===== config.mk =====
export PLATFORM = sky130hd
export DESIGN_NAME = cnn_conv_sched_flat
export DESIGN_NICKNAME = d
export VERILOG_FILES = /design/src/rtl/cnn_pkg.sv /design/src/rtl/cnn_conv_sched_if.sv /design/src/rtl/cnn_line_buffer.sv /design/src/rtl/cnn_conv_sched.sv /design/src/flat_wrapper.sv
export SDC_FILE = /design/constraint.sdc
export NUM_CORES = 1
export LEC_CHECK = 0
export CORE_ASPECT_RATIO = 0.5
export CORE_MARGIN = 8
export CORE_UTILIZATION = 56
export CTS_CLUSTER_SIZE = 8
export DETAILED_ROUTE_END_ITERATION = 7
export GPL_TIMING_DRIVEN = 0
export PLACE_DENSITY = 0.85
export SLEW_MARGIN = 20
export SYNTH_ARGS = -nofsm -noshare
export SYNTH_HDL_FRONTEND = slang
export SYNTH_SLANG_ARGS = --single-unit

===== constraint.sdc =====
create_clock -name clk -period 4.4 [get_ports clk]
set_clock_uncertainty 0.1 [all_clocks]
set_input_delay 1.32 -clock clk [delete_from_list [all_inputs] [get_ports clk]]
set_output_delay 1.32 -clock clk [all_outputs]
set_load 0.01 [all_outputs]

===== src/rtl/cnn_pkg.sv =====
// Shared types and constants for the 3x3 convolution sequencer.
package cnn_pkg;

  typedef enum logic [2:0] {
    S_IDLE     = 3'd0,
    S_LOAD_KER = 3'd1,
    S_STREAM   = 3'd2,
    S_DRAIN    = 3'd3,
    S_DONE     = 3'd4
  } state_e;

  localparam int KER_TAPS       = 9;
  localparam int DEF_DATA_WIDTH = 8;
  localparam int RES_W          = 2 * DEF_DATA_WIDTH + 4;

  // Result width that holds 9 full-scale unsigned products without overflow.
  function automatic int res_width(input int dw);
    return 2 * dw + 4;
  endfunction

endpackage


===== src/rtl/cnn_conv_sched_if.sv =====
// Weight, pixel and result handshakes of the convolution sequencer.
interface cnn_conv_sched_if
  import cnn_pkg::*;
#(
  parameter int DATA_WIDTH = 8
) ();

  logic                             ker_valid;
  logic [DATA_WIDTH-1:0]            ker_data;
  logic                             ker_ready;
  logic                             pix_valid;
  logic [DATA_WIDTH-1:0]            pix_data;
  logic                             pix_ready;
  logic                             out_valid;
  logic [res_width(DATA_WIDTH)-1:0] out_data;
  logic                             out_ready;

  modport master (
    output ker_valid, ker_data, pix_valid, pix_data, out_ready,
    input  ker_ready, pix_ready, out_valid, out_data
  );

  modport slave (
    input  ker_valid, ker_data, pix_valid, pix_data, out_ready,
    output ker_ready, pix_ready, out_valid, out_data
  );

endinterface


===== src/rtl/cnn_line_buffer.sv =====
// Two-line-plus-three shift chain exposing the 3x3 window; win_o index is row*3+col.
module cnn_line_buffer #(
  parameter int DATA_WIDTH = 8,
  parameter int IMG_W      = 8
) (
  input  logic                  clk,
  input  logic                  resetn,
  input  logic                  shift_en_i,
  input  logic [DATA_WIDTH-1:0] pix_i,
  output logic [DATA_WIDTH-1:0] win_o [9]
);

  localparam int DEPTH = 2 * IMG_W + 3;

  logic [DATA_WIDTH-1:0] chain_q [DEPTH];
  logic [DATA_WIDTH-1:0] chain_d [DEPTH];

  // Newest pixel enters tap 0; every entry moves one place on accept.
  always_comb begin
    chain_d = chain_q;
    if (shift_en_i) begin
      chain_d[0] = pix_i;
      for (int i = 1; i < DEPTH; i++) begin
        chain_d[i] = chain_q[i-1];
      end
    end else begin
      chain_d = chain_q;
    end
  end

  // Chain storage.
  always_ff @(posedge clk or negedge resetn) begin
    if (!resetn) begin
      for (int i = 0; i < DEPTH; i++) begin
        chain_q[i] <= {DATA_WIDTH{1'b0}};
      end
    end else begin
      chain_q <= chain_d;
    end
  end

  // Bottom-right of the window is the newest pixel, top-left the oldest.
  always_comb begin
    for (int r = 0; r < 3; r++) begin
      for (int c = 0; c < 3; c++) begin
        win_o[r*3+c] = chain_q[(2-r)*IMG_W + (2-c)];
      end
    end
  end

endmodule


===== src/rtl/cnn_conv_sched.sv =====
// Sequencer for the 3x3 convolution datapath: weight load, window streaming
// and result capture behind a valid/ready output.
module cnn_conv_sched
  import cnn_pkg::*;
#(
  parameter int DATA_WIDTH = 8,
  parameter int IMG_W      = 8,
  parameter int IMG_H      = 8
) (
  input  logic                             clk,
  input  logic                             resetn,
  input  logic                             start,
  cnn_conv_sched_if.slave                  bus,
  output logic [DATA_WIDTH-1:0]            img_r0_c0, img_r0_c1, img_r0_c2,
  output logic [DATA_WIDTH-1:0]            img_r1_c0, img_r1_c1, img_r1_c2,
  output logic [DATA_WIDTH-1:0]            img_r2_c0, img_r2_c1, img_r2_c2,
  output logic [DATA_WIDTH-1:0]            ker_r0_c0, ker_r0_c1, ker_r0_c2,
  output logic [DATA_WIDTH-1:0]            ker_r1_c0, ker_r1_c1, ker_r1_c2,
  output logic [DATA_WIDTH-1:0]            ker_r2_c0, ker_r2_c1, ker_r2_c2,
  input  logic [res_width(DATA_WIDTH)-1:0] res_conv,
  output logic                             busy,
  output logic                             done
);

  localparam int RW = res_width(DATA_WIDTH);
  localparam int CW = $clog2(IMG_W);
  localparam int HW = $clog2(IMG_H);

  state_e                state_q, state_d;
  logic [3:0]            kcnt_q, kcnt_d;
  logic [DATA_WIDTH-1:0] ker_q [KER_TAPS];
  logic [DATA_WIDTH-1:0] ker_d [KER_TAPS];
  logic [CW-1:0]         col_q, col_d;
  logic [HW-1:0]         row_q, row_d;
  logic                  win_pend_q, win_pend_d;
  logic                  out_valid_q, out_valid_d;
  logic [RW-1:0]         out_data_q, out_data_d;
  logic                  out_free_s, pix_rdy_s, pix_acc_s, ker_acc_s, capture_s;
  logic [DATA_WIDTH-1:0] win_s [9];

  cnn_line_buffer #(.DATA_WIDTH(DATA_WIDTH), .IMG_W(IMG_W)) u_lb (
    .clk        (clk),
    .resetn     (resetn),
    .shift_en_i (pix_acc_s),
    .pix_i      (bus.pix_data),
    .win_o      (win_s)
  );

  // Handshake qualifiers; pixels stall while a pending window cannot be captured.
  always_comb begin
    out_free_s = !out_valid_q || bus.out_ready;
    ker_acc_s  = (state_q == S_LOAD_KER) && bus.ker_valid;
    pix_rdy_s  = (state_q == S_STREAM) && (!win_pend_q || out_free_s);
    pix_acc_s  = pix_rdy_s && bus.pix_valid;
    capture_s  = win_pend_q && out_free_s;
  end

  // Next-state, counters, weights and output register update.
  always_comb begin
    state_d     = state_q;
    kcnt_d      = kcnt_q;
    ker_d       = ker_q;
    col_d       = col_q;
    row_d       = row_q;
    win_pend_d  = win_pend_q;
    out_valid_d = out_valid_q;
    out_data_d  = out_data_q;
    case (state_q)
      S_IDLE: begin
        if (start) begin
          state_d = S_LOAD_KER;
          kcnt_d  = 4'd0;
          col_d   = {CW{1'b0}};
          row_d   = {HW{1'b0}};
        end else begin
          state_d = S_IDLE;
        end
      end
      S_LOAD_KER: begin
        if (ker_acc_s) begin
          for (int k = 0; k < KER_TAPS; k++) begin
            if (kcnt_q == 4'(k)) begin
              ker_d[k] = bus.ker_data;
            end else begin
              ker_d[k] = ker_q[k];
            end
          end
          kcnt_d = kcnt_q + 4'd1;
          if (kcnt_q == 4'(KER_TAPS - 1)) begin
            state_d = S_STREAM;
          end else begin
            state_d = S_LOAD_KER;
          end
        end else begin
          state_d = S_LOAD_KER;
        end
      end
      S_STREAM: begin
        if (pix_acc_s && (row_q == HW'(IMG_H - 1)) && (col_q == CW'(IMG_W - 1))) begin
          state_d = S_DRAIN;
        end else begin
          state_d = S_STREAM;
        end
      end
      S_DRAIN: begin
        if (!win_pend_q && !out_valid_q) begin
          state_d = S_DONE;
        end else begin
          state_d = S_DRAIN;
        end
      end
      S_DONE:  state_d = S_IDLE;
      default: state_d = S_IDLE;
    endcase

    // Capture uses the pre-edge window, so it may coincide with a new accept.
    if (capture_s) begin
      out_valid_d = 1'b1;
      out_data_d  = res_conv;
      win_pend_d  = 1'b0;
    end else if (out_valid_q && bus.out_ready) begin
      out_valid_d = 1'b0;
    end else begin
      out_valid_d = out_valid_q;
    end

    if (pix_acc_s) begin
      win_pend_d = (row_q >= HW'(2)) && (col_q >= CW'(2));
      if (col_q == CW'(IMG_W - 1)) begin
        col_d = {CW{1'b0}};
        row_d = (row_q == HW'(IMG_H - 1)) ? {HW{1'b0}} : row_q + HW'(1);
      end else begin
        col_d = col_q + CW'(1);
      end
    end else begin
      col_d = col_d;
    end
  end

  // Sequential state.
  always_ff @(posedge clk or negedge resetn) begin
    if (!resetn) begin
      state_q     <= S_IDLE;
      kcnt_q      <= 4'd0;
      col_q       <= {CW{1'b0}};
      row_q       <= {HW{1'b0}};
      win_pend_q  <= 1'b0;
      out_valid_q <= 1'b0;
      out_data_q  <= {RW{1'b0}};
      for (int k = 0; k < KER_TAPS; k++) begin
        ker_q[k] <= {DATA_WIDTH{1'b0}};
      end
    end else begin
      state_q     <= state_d;
      kcnt_q      <= kcnt_d;
      col_q       <= col_d;
      row_q       <= row_d;
      win_pend_q  <= win_pend_d;
      out_valid_q <= out_valid_d;
      out_data_q  <= out_data_d;
      ker_q       <= ker_d;
    end
  end

  assign bus.ker_ready = (state_q == S_LOAD_KER);
  assign bus.pix_ready = pix_rdy_s;
  assign bus.out_valid = out_valid_q;
  assign bus.out_data  = out_data_q;
  assign busy          = (state_q != S_IDLE);
  assign done          = (state_q == S_DONE);

  assign img_r0_c0 = win_s[0];  assign img_r0_c1 = win_s[1];  assign img_r0_c2 = win_s[2];
  assign img_r1_c0 = win_s[3];  assign img_r1_c1 = win_s[4];  assign img_r1_c2 = win_s[5];
  assign img_r2_c0 = win_s[6];  assign img_r2_c1 = win_s[7];  assign img_r2_c2 = win_s[8];
  assign ker_r0_c0 = ker_q[0];  assign ker_r0_c1 = ker_q[1];  assign ker_r0_c2 = ker_q[2];
  assign ker_r1_c0 = ker_q[3];  assign ker_r1_c1 = ker_q[4];  assign ker_r1_c2 = ker_q[5];
  assign ker_r2_c0 = ker_q[6];  assign ker_r2_c1 = ker_q[7];  assign ker_r2_c2 = ker_q[8];

endmodule


===== src/flat_wrapper.sv =====
// flat-port wrapper written by rule: the top's interface ports become plain ports
module cnn_conv_sched_flat import cnn_pkg::*;
#(
  parameter int DATA_WIDTH = 8,
  parameter int IMG_W      = 8,
  parameter int IMG_H      = 8
)
  (clk, resetn, start, img_r0_c0, img_r0_c1, img_r0_c2, img_r1_c0, img_r1_c1, img_r1_c2, img_r2_c0, img_r2_c1, img_r2_c2, ker_r0_c0, ker_r0_c1, ker_r0_c2, ker_r1_c0, ker_r1_c1, ker_r1_c2, ker_r2_c0, ker_r2_c1, ker_r2_c2, res_conv, busy, done, bus_ker_valid, bus_ker_data, bus_pix_valid, bus_pix_data, bus_out_ready, bus_ker_ready, bus_pix_ready, bus_out_valid, bus_out_data);
  cnn_conv_sched_if #(.DATA_WIDTH(DATA_WIDTH)) bus_i ();
  input  logic clk;
  input  logic resetn;
  input  logic start;
  output logic [DATA_WIDTH-1:0] img_r0_c0;
  output logic [DATA_WIDTH-1:0] img_r0_c1;
  output logic [DATA_WIDTH-1:0] img_r0_c2;
  output logic [DATA_WIDTH-1:0] img_r1_c0;
  output logic [DATA_WIDTH-1:0] img_r1_c1;
  output logic [DATA_WIDTH-1:0] img_r1_c2;
  output logic [DATA_WIDTH-1:0] img_r2_c0;
  output logic [DATA_WIDTH-1:0] img_r2_c1;
  output logic [DATA_WIDTH-1:0] img_r2_c2;
  output logic [DATA_WIDTH-1:0] ker_r0_c0;
  output logic [DATA_WIDTH-1:0] ker_r0_c1;
  output logic [DATA_WIDTH-1:0] ker_r0_c2;
  output logic [DATA_WIDTH-1:0] ker_r1_c0;
  output logic [DATA_WIDTH-1:0] ker_r1_c1;
  output logic [DATA_WIDTH-1:0] ker_r1_c2;
  output logic [DATA_WIDTH-1:0] ker_r2_c0;
  output logic [DATA_WIDTH-1:0] ker_r2_c1;
  output logic [DATA_WIDTH-1:0] ker_r2_c2;
  input  logic [res_width(DATA_WIDTH)-1:0] res_conv;
  output logic busy;
  output logic done;
  input wire logic [$bits(bus_i.ker_valid)-1:0] bus_ker_valid;
  input wire logic [$bits(bus_i.ker_data)-1:0] bus_ker_data;
  input wire logic [$bits(bus_i.pix_valid)-1:0] bus_pix_valid;
  input wire logic [$bits(bus_i.pix_data)-1:0] bus_pix_data;
  input wire logic [$bits(bus_i.out_ready)-1:0] bus_out_ready;
  output wire logic [$bits(bus_i.ker_ready)-1:0] bus_ker_ready;
  output wire logic [$bits(bus_i.pix_ready)-1:0] bus_pix_ready;
  output wire logic [$bits(bus_i.out_valid)-1:0] bus_out_valid;
  output wire logic [$bits(bus_i.out_data)-1:0] bus_out_data;
  assign bus_i.ker_valid = bus_ker_valid;
  assign bus_i.ker_data = bus_ker_data;
  assign bus_i.pix_valid = bus_pix_valid;
  assign bus_i.pix_data = bus_pix_data;
  assign bus_i.out_ready = bus_out_ready;
  assign bus_ker_ready = bus_i.ker_ready;
  assign bus_pix_ready = bus_i.pix_ready;
  assign bus_out_valid = bus_i.out_valid;
  assign bus_out_data = bus_i.out_data;
  cnn_conv_sched #(.DATA_WIDTH(DATA_WIDTH), .IMG_W(IMG_W), .IMG_H(IMG_H)) u_core (.clk(clk), .resetn(resetn), .start(start), .bus(bus_i), .img_r0_c0(img_r0_c0), .img_r0_c1(img_r0_c1), .img_r0_c2(img_r0_c2), .img_r1_c0(img_r1_c0), .img_r1_c1(img_r1_c1), .img_r1_c2(img_r1_c2), .img_r2_c0(img_r2_c0), .img_r2_c1(img_r2_c1), .img_r2_c2(img_r2_c2), .ker_r0_c0(ker_r0_c0), .ker_r0_c1(ker_r0_c1), .ker_r0_c2(ker_r0_c2), .ker_r1_c0(ker_r1_c0), .ker_r1_c1(ker_r1_c1), .ker_r1_c2(ker_r1_c2), .ker_r2_c0(ker_r2_c0), .ker_r2_c1(ker_r2_c1), .ker_r2_c2(ker_r2_c2), .res_conv(res_conv), .busy(busy), .done(done));
endmodule

* Word-level counts from Yosys, hierarchy flattened *
Cells that the tools add are included.

cells by class
  add/subtract/negate cells = 3
  $lt $le $gt $ge = 2
  equality and inequality tests = 16
  mux-type cells = 22
  reduce and logical (&&, ||, !) cells = 32

operator list
  cell                 count
  $mux 3               10
  $reduce_and 3->1     10
  $eq 4x3->1 const B   4
  $pmux 3 s4           1
  $reduce_bool 2->1    5
  $eq 3x3->1 const B   3
  $logic_and 1x1->1    9
  $eq 4x2->1 const B   2
  $mux 4               2
  $pmux 4 s2           1
  $add 3x1->3 const B  2
  $eq 3x2->1 const B   2
  $ge 3x2->1 const B   2
  $mux 1               6
  $add 4x1->4 const B  1
  $eq 4x1->1 const B   1
  $eq 4x4->1 const B   1
  $logic_not 4->1      1
  $mux 2               2
  $eq 3x1->1 const B   1
  $logic_not 3->1      1
  $reduce_bool 3->1    1
  $logic_not 1->1      2
  $logic_or 1x1->1     2
  other kinds (3)      3

word-level totals
  bits in registers = 259
  logic and storage cells = 110

* Longest topological paths before layout *
  depth after elaboration = 9
  depth in mapped cells = 6

* Modules after synthesis *
Synthesis repeated with hierarchy kept, for this count alone.

second synthesis, totals
  cell total of the unflattened synthesis = 685
  area total of the unflattened synthesis = 11010.6 µm²

modules (own cells, without submodules)
  module           times used  cells an instance  area each (µm²)  seq. area each (µm²)
  cnn_line_buffer  1           393                6503.7           3803.6
  cnn_conv_sched   1           292                4506.8           2677.6

* Least setup slack after synthesis *
OpenSTA, ideal clock, no wires.

  path kind = in2out
  from = input bus_out_ready
  to = output bus_pix_ready
  arrival time = 1.710 ns
  data required time = 2.980 ns
  setup slack = 1.270 ns
  stages on the path = 2
  cell sequence = nand3b_1 -> and2_1

on the way
  longest elaborated chain between the ends = 3

ends and longest elaborated chain
  item               line                  RTL
  start, declared    flat_wrapper.sv:38    input wire logic [$bits(bus_i.out_ready)-1:0] bus_out_ready;
  $logic_or 1x1->1   cnn_conv_sched.sv:51  out_free_s = !out_valid_q || bus.out_ready;
  $logic_or 1x1->1   cnn_conv_sched.sv:53  pix_rdy_s = (state_q == S_STREAM) && (!win_pend_q || out_free_s);
  $logic_and 1x1->1  cnn_conv_sched.sv:53
  end, declared      flat_wrapper.sv:40    output wire logic [$bits(bus_i.pix_ready)-1:0] bus_pix_ready;

No other way between the ends.

* Worst setup path in the final report *
Ends and elaborated chain as after synthesis.

==> metrics.md <==
| Metric | Value |
|---|---|
| I/O Pins | `211` |
| Via count of the first global-routing pass | `6792` |
| Slowest library cell on the worst path | `sky130_fd_sc_hd__clkdlybuf4s50_1` |
| Unique cell type count in the Yosys netlist | `39` |
| Largest family of logic cells by synthesized area | `multiplexers` |
| Maximum capacitance violations | `0` |
| Share of the cycle needed by the critical path after routing | `93.4%` |
| Share of power burned in registers | `41.3%` |
| Combinational group share of total power | `23.1%` |
| Layout-stage area growth over the synthesis result | `32.7%` |
| Global-route wire length before repair | `36400 µm` |
| Row count | `35` |
| Placement Setup Slack | `285 ps` |
| Antenna diode count | `0` |
| Vias post-DR | `6158` |
| Library cell appearing most often on the critical path | `sky130_fd_sc_hd__clkdlybuf4s50_1` |
| Multi-input gate area in the final layout | `3390 µm²` |
| Deepest level of the CTS H-tree | `2` |
| Utilization after layout | `about three quarters` |
| Area of the placeable core | `18600 µm²` |
| Die Width | `211 µm` |
| Part of the Yosys area used for sequential elements | `around 61%` |
| Post-Synthesis Cells | `690` |
| Nets in the synthesized netlist | `742` |
| Final critical delay including setup and external delays | `4110 ps` |
| Placement Cell Area | `13200 µm²` |
| Final standard cell count with taps included and fillers excluded | `1203` |
| Estimated wirelength of the detail-placed design | `15800 µm` |
| Filler cell count | `between 1000 and 1500` |
| Insertion delay of the later-clocked pin in the worst-skew pair | `a little under 500 ps` |
| Maximum buffer depth of the clock tree | `3` |
| # DRC | `0` |
| Initial antenna violation count | `0` |
| Setup CP Type | `input port to output pin` |
| Storage cell area | `~6500 µm²` |
| YS warnings | `0` |
| Crit-path cells | `clkdlybuf4s50_1 -> nand3b_1 -> and2_1 -> clkdlybuf4s50_1` |
| Crit path max fanout | `5` |
| XOR/XNOR share of the synthesized area | `0%` |
| Number of buffers inserted to repair setup after CTS | `0` |
| Overall global routing resource usage | `18.5%` |
| Data required time of the critical path | `2980 ps` |
| Synth top area cells | `sky130_fd_sc_hd__dfrtp_1 61%, sky130_fd_sc_hd__mux2_2 25%, sky130_fd_sc_hd__buf_4 5.1%` |
| Worst endpoint data arrival time | `2690 ps` |
| Mux contribution to synthesized area | `26.6%` |
| Vias per Instance | `5.12` |
| Die Footprint | `24000 µm²` |
| Internal power contribution | `~5300 µW` |
| Remaining Overflow, GRT | `0` |
| Area share of and/or/nand/nor cells after synthesis | `3.14%` |
| Arithmetic-cell share of the synthesized area counting full adders, half adders and majority gates | `1.17%` |
| Routability-driven placement congestion ratio | `0.770` |
| Number of buffers inserted by hold repair at cts | `0` |
| CTS tree | `yes` |
| Setup WS post-layout | `290 ps` |
| Port bufs | `210` |
| Clock input transition at the sequential cells of the worst setup and hold paths | `50 ps` |
| Run status | `finished, final reports clean` |
| Number of nets with antenna violations after detailed routing | `0` |
| CTS Sinks | `259` |
| Net count of the finished layout | `994` |
| Power spent charging and discharging nets | `1810 µW` |
| Number of failing hold endpoints at the final stage | `0` |
| DR iter-0 viols | `between 200 and 250` |
| Die height | `approximately 110 µm` |
| Async set or reset register ratio after synthesis | `between 90% and 100%` |
| Worst Max-Slew Pin Slew | `980 ps` |
| Post-synthesis instance area | `10700 µm²` |
| Maximum single-stage delay on the critical path | `540 ps` |
| Ys flop type | `sky130_fd_sc_hd__dfrtp_1` |
| Area leader, netlist | `sky130_fd_sc_hd__dfrtp_1` |
| Peak supply drop | `between 0.2 and 0.3 mV` |
| Routed wirelength normalized by instance count | `18.7 µm` |
| Clock root buffer | `sky130_fd_sc_hd__clkbuf_16` |
| Routed wire length | `22500 µm` |
| Critical Path Sink Type | `output pin` |
| Overall power after layout | `about 7100 µW` |
| First-pass DRT Iterations | `4` |
| Crit start category | `input port` |
| Final setup violation count | `0` |
| Setup repair after global routing missed its margin | `no` |
| Number of placed cells counting well taps | `between 1000 and 1500` |
| Mean instance size in the synthesized netlist | `15.5 µm²` |
| Cell area after layout | `around 14000 µm²` |
| Fraction of the mapped netlist area in compound gates | `0.808%` |
| Power share of the clock group | `35.6%` |
| Post-cts sizing count | `0` |
| Static leakage | `~0.007 µW` |
| Worst rel slew slack | `34.3%` |
| Pin count of the biggest net entering global routing | `93` |
| Register bit count reported by yosys | `259` |
| Number of synthesized flops with an enable pin | `0` |
| Share of layout cells above drive strength 1 | `41.8%` |
| Area fraction of the dominant cell type after synthesis | `between 60% and 70%` |
| Number of slew-limit violations in the final report | `0` |
| Initial core utilization | `between 50% and 60%` |
| Power per standard cell area | `499 nW/µm²` |
| Setup slack of the most critical reg-to-reg path | `~2100 ps` |
| Number of buffers inserted during clock tree synthesis | `38` |
| Maximum operating frequency | `approximately 240 MHz` |
| Switching share of power | `25.6%` |
| Min-delay worst type | `flop to flop` |
layout by cell type (no fill, tap or decap), types with 4 or more instances in the layout:
cell type                         count
sky130_fd_sc_hd__dfrtp_1            259
sky130_fd_sc_hd__buf_6               17
sky130_fd_sc_hd__clkbuf_1             7
sky130_fd_sc_hd__clkdlybuf4s50_1    209
sky130_fd_sc_hd__nand3_1              4
sky130_fd_sc_hd__inv_1                8
sky130_fd_sc_hd__mux2_4               8
sky130_fd_sc_hd__ha_1                10
sky130_fd_sc_hd__mux2i_1              7
sky130_fd_sc_hd__nand2_1             12
sky130_fd_sc_hd__mux2_2             236
sky130_fd_sc_hd__clkbuf_16           39
sky130_fd_sc_hd__buf_4               73
registers in the layout, summed over array words and instances, names as in the netlist:
register / count
u_core.u_lb.chain_q: 80
u_core.u_lb.win_o: 72
u_core.bus.out_data: 20
u_core.ker_r0_c0: 8
u_core.ker_r0_c1: 8
u_core.ker_r0_c2: 8
u_core.ker_r1_c0: 8
u_core.ker_r1_c1: 8
u_core.ker_r1_c2: 8
u_core.ker_r2_c0: 8
u_core.ker_r2_c1: 8
u_core.ker_r2_c2: 8
u_core.kcnt_q: 4
u_core.col_q: 3
u_core.row_q: 3
u_core.state_q: 3
u_core.bus.out_valid: 1
u_core.win_pend_q: 1
critical path: cells and delay by family:
family        cells  cell delay (ps)
buf+inv           2             1000
simple gates      2              360
layout make-up:
| class | count | area share, % |
|---|---|---|
| inverter | 8 | 0.212 |
| clock buffer | 39 | 6.88 |
| clock inverter | 3 | 0.256 |
| timing repair buffer | 212 | 15.2 |
| multi-input combinational | 323 | 23.9 |
| sequential | 259 | 45.7 |
| tap | 259 | 2.28 |
| buffer | 100 | 5.50 |
power by group through the flow:
stage | logic (µW) | registers, µW | clock network (µW)
final | 1630 | 2920 | 2520
after global routing | 1740 | 2960 | 2680
after CTS | 1660 | 2920 | 2580
after floorplan | 615 | 3060 | 0
after detailed placement | 1650 | 2950 | 0
after global placement | 1610 | 2930 | 0
synthesized netlist by cell type, drive strengths merged, types with 3 or more instances:
library cell    n
dfrtp         259
mux2          244
buf            92
nand2          12
ha             10
clkbuf          8
inv             8
mux2i           7
nor3            5
nand3           4
nand2b          3
nand4           3
nor3b           3
o21ai           3
or2             3
or4b            3
layer usage:
layer,global-route usage [%],wire (µm)
met2,34.2,12200
met4,3.92,249
met5,0,0
met3,4.16,1040
met1,22.1,9080
kinds of logic after synthesis:
logic type	after synthesis
adder cells (fa/ha/maj)	10
buffers and inverters	108
AND/OR/NAND/NOR	50
flip-flops	259
AO/OA/AOI/OAI	12
multiplexers	251
final timing paths:
kind | from | end | cells after the start
worst min register to register | u_core.u_lb.chain_q[112] | u_core.u_lb.chain_q[104] | 1
worst max-delay path | bus_out_ready | bus_pix_ready | 4
worst max register to register | u_core.state_q[1] | u_core.u_lb.win_o[8] | 6
max in group asynchronous | resetn | u_core.ker_r0_c1[6] | 2
min in group asynchronous | resetn | u_core.u_lb.win_o[5] | 1
worst min-delay path | u_core.u_lb.chain_q[112] | u_core.u_lb.chain_q[104] | 1
stage by stage:
stage | setup TNS, ps | hold slack, ps
floorplan | 0 | 375
detailed placement | 0 | 389
CTS | 0 | 396
finish | 0 | 393
global route | 0 | 410
global placement | -2265280 | 383
Power figures use the tool's default switching activity.
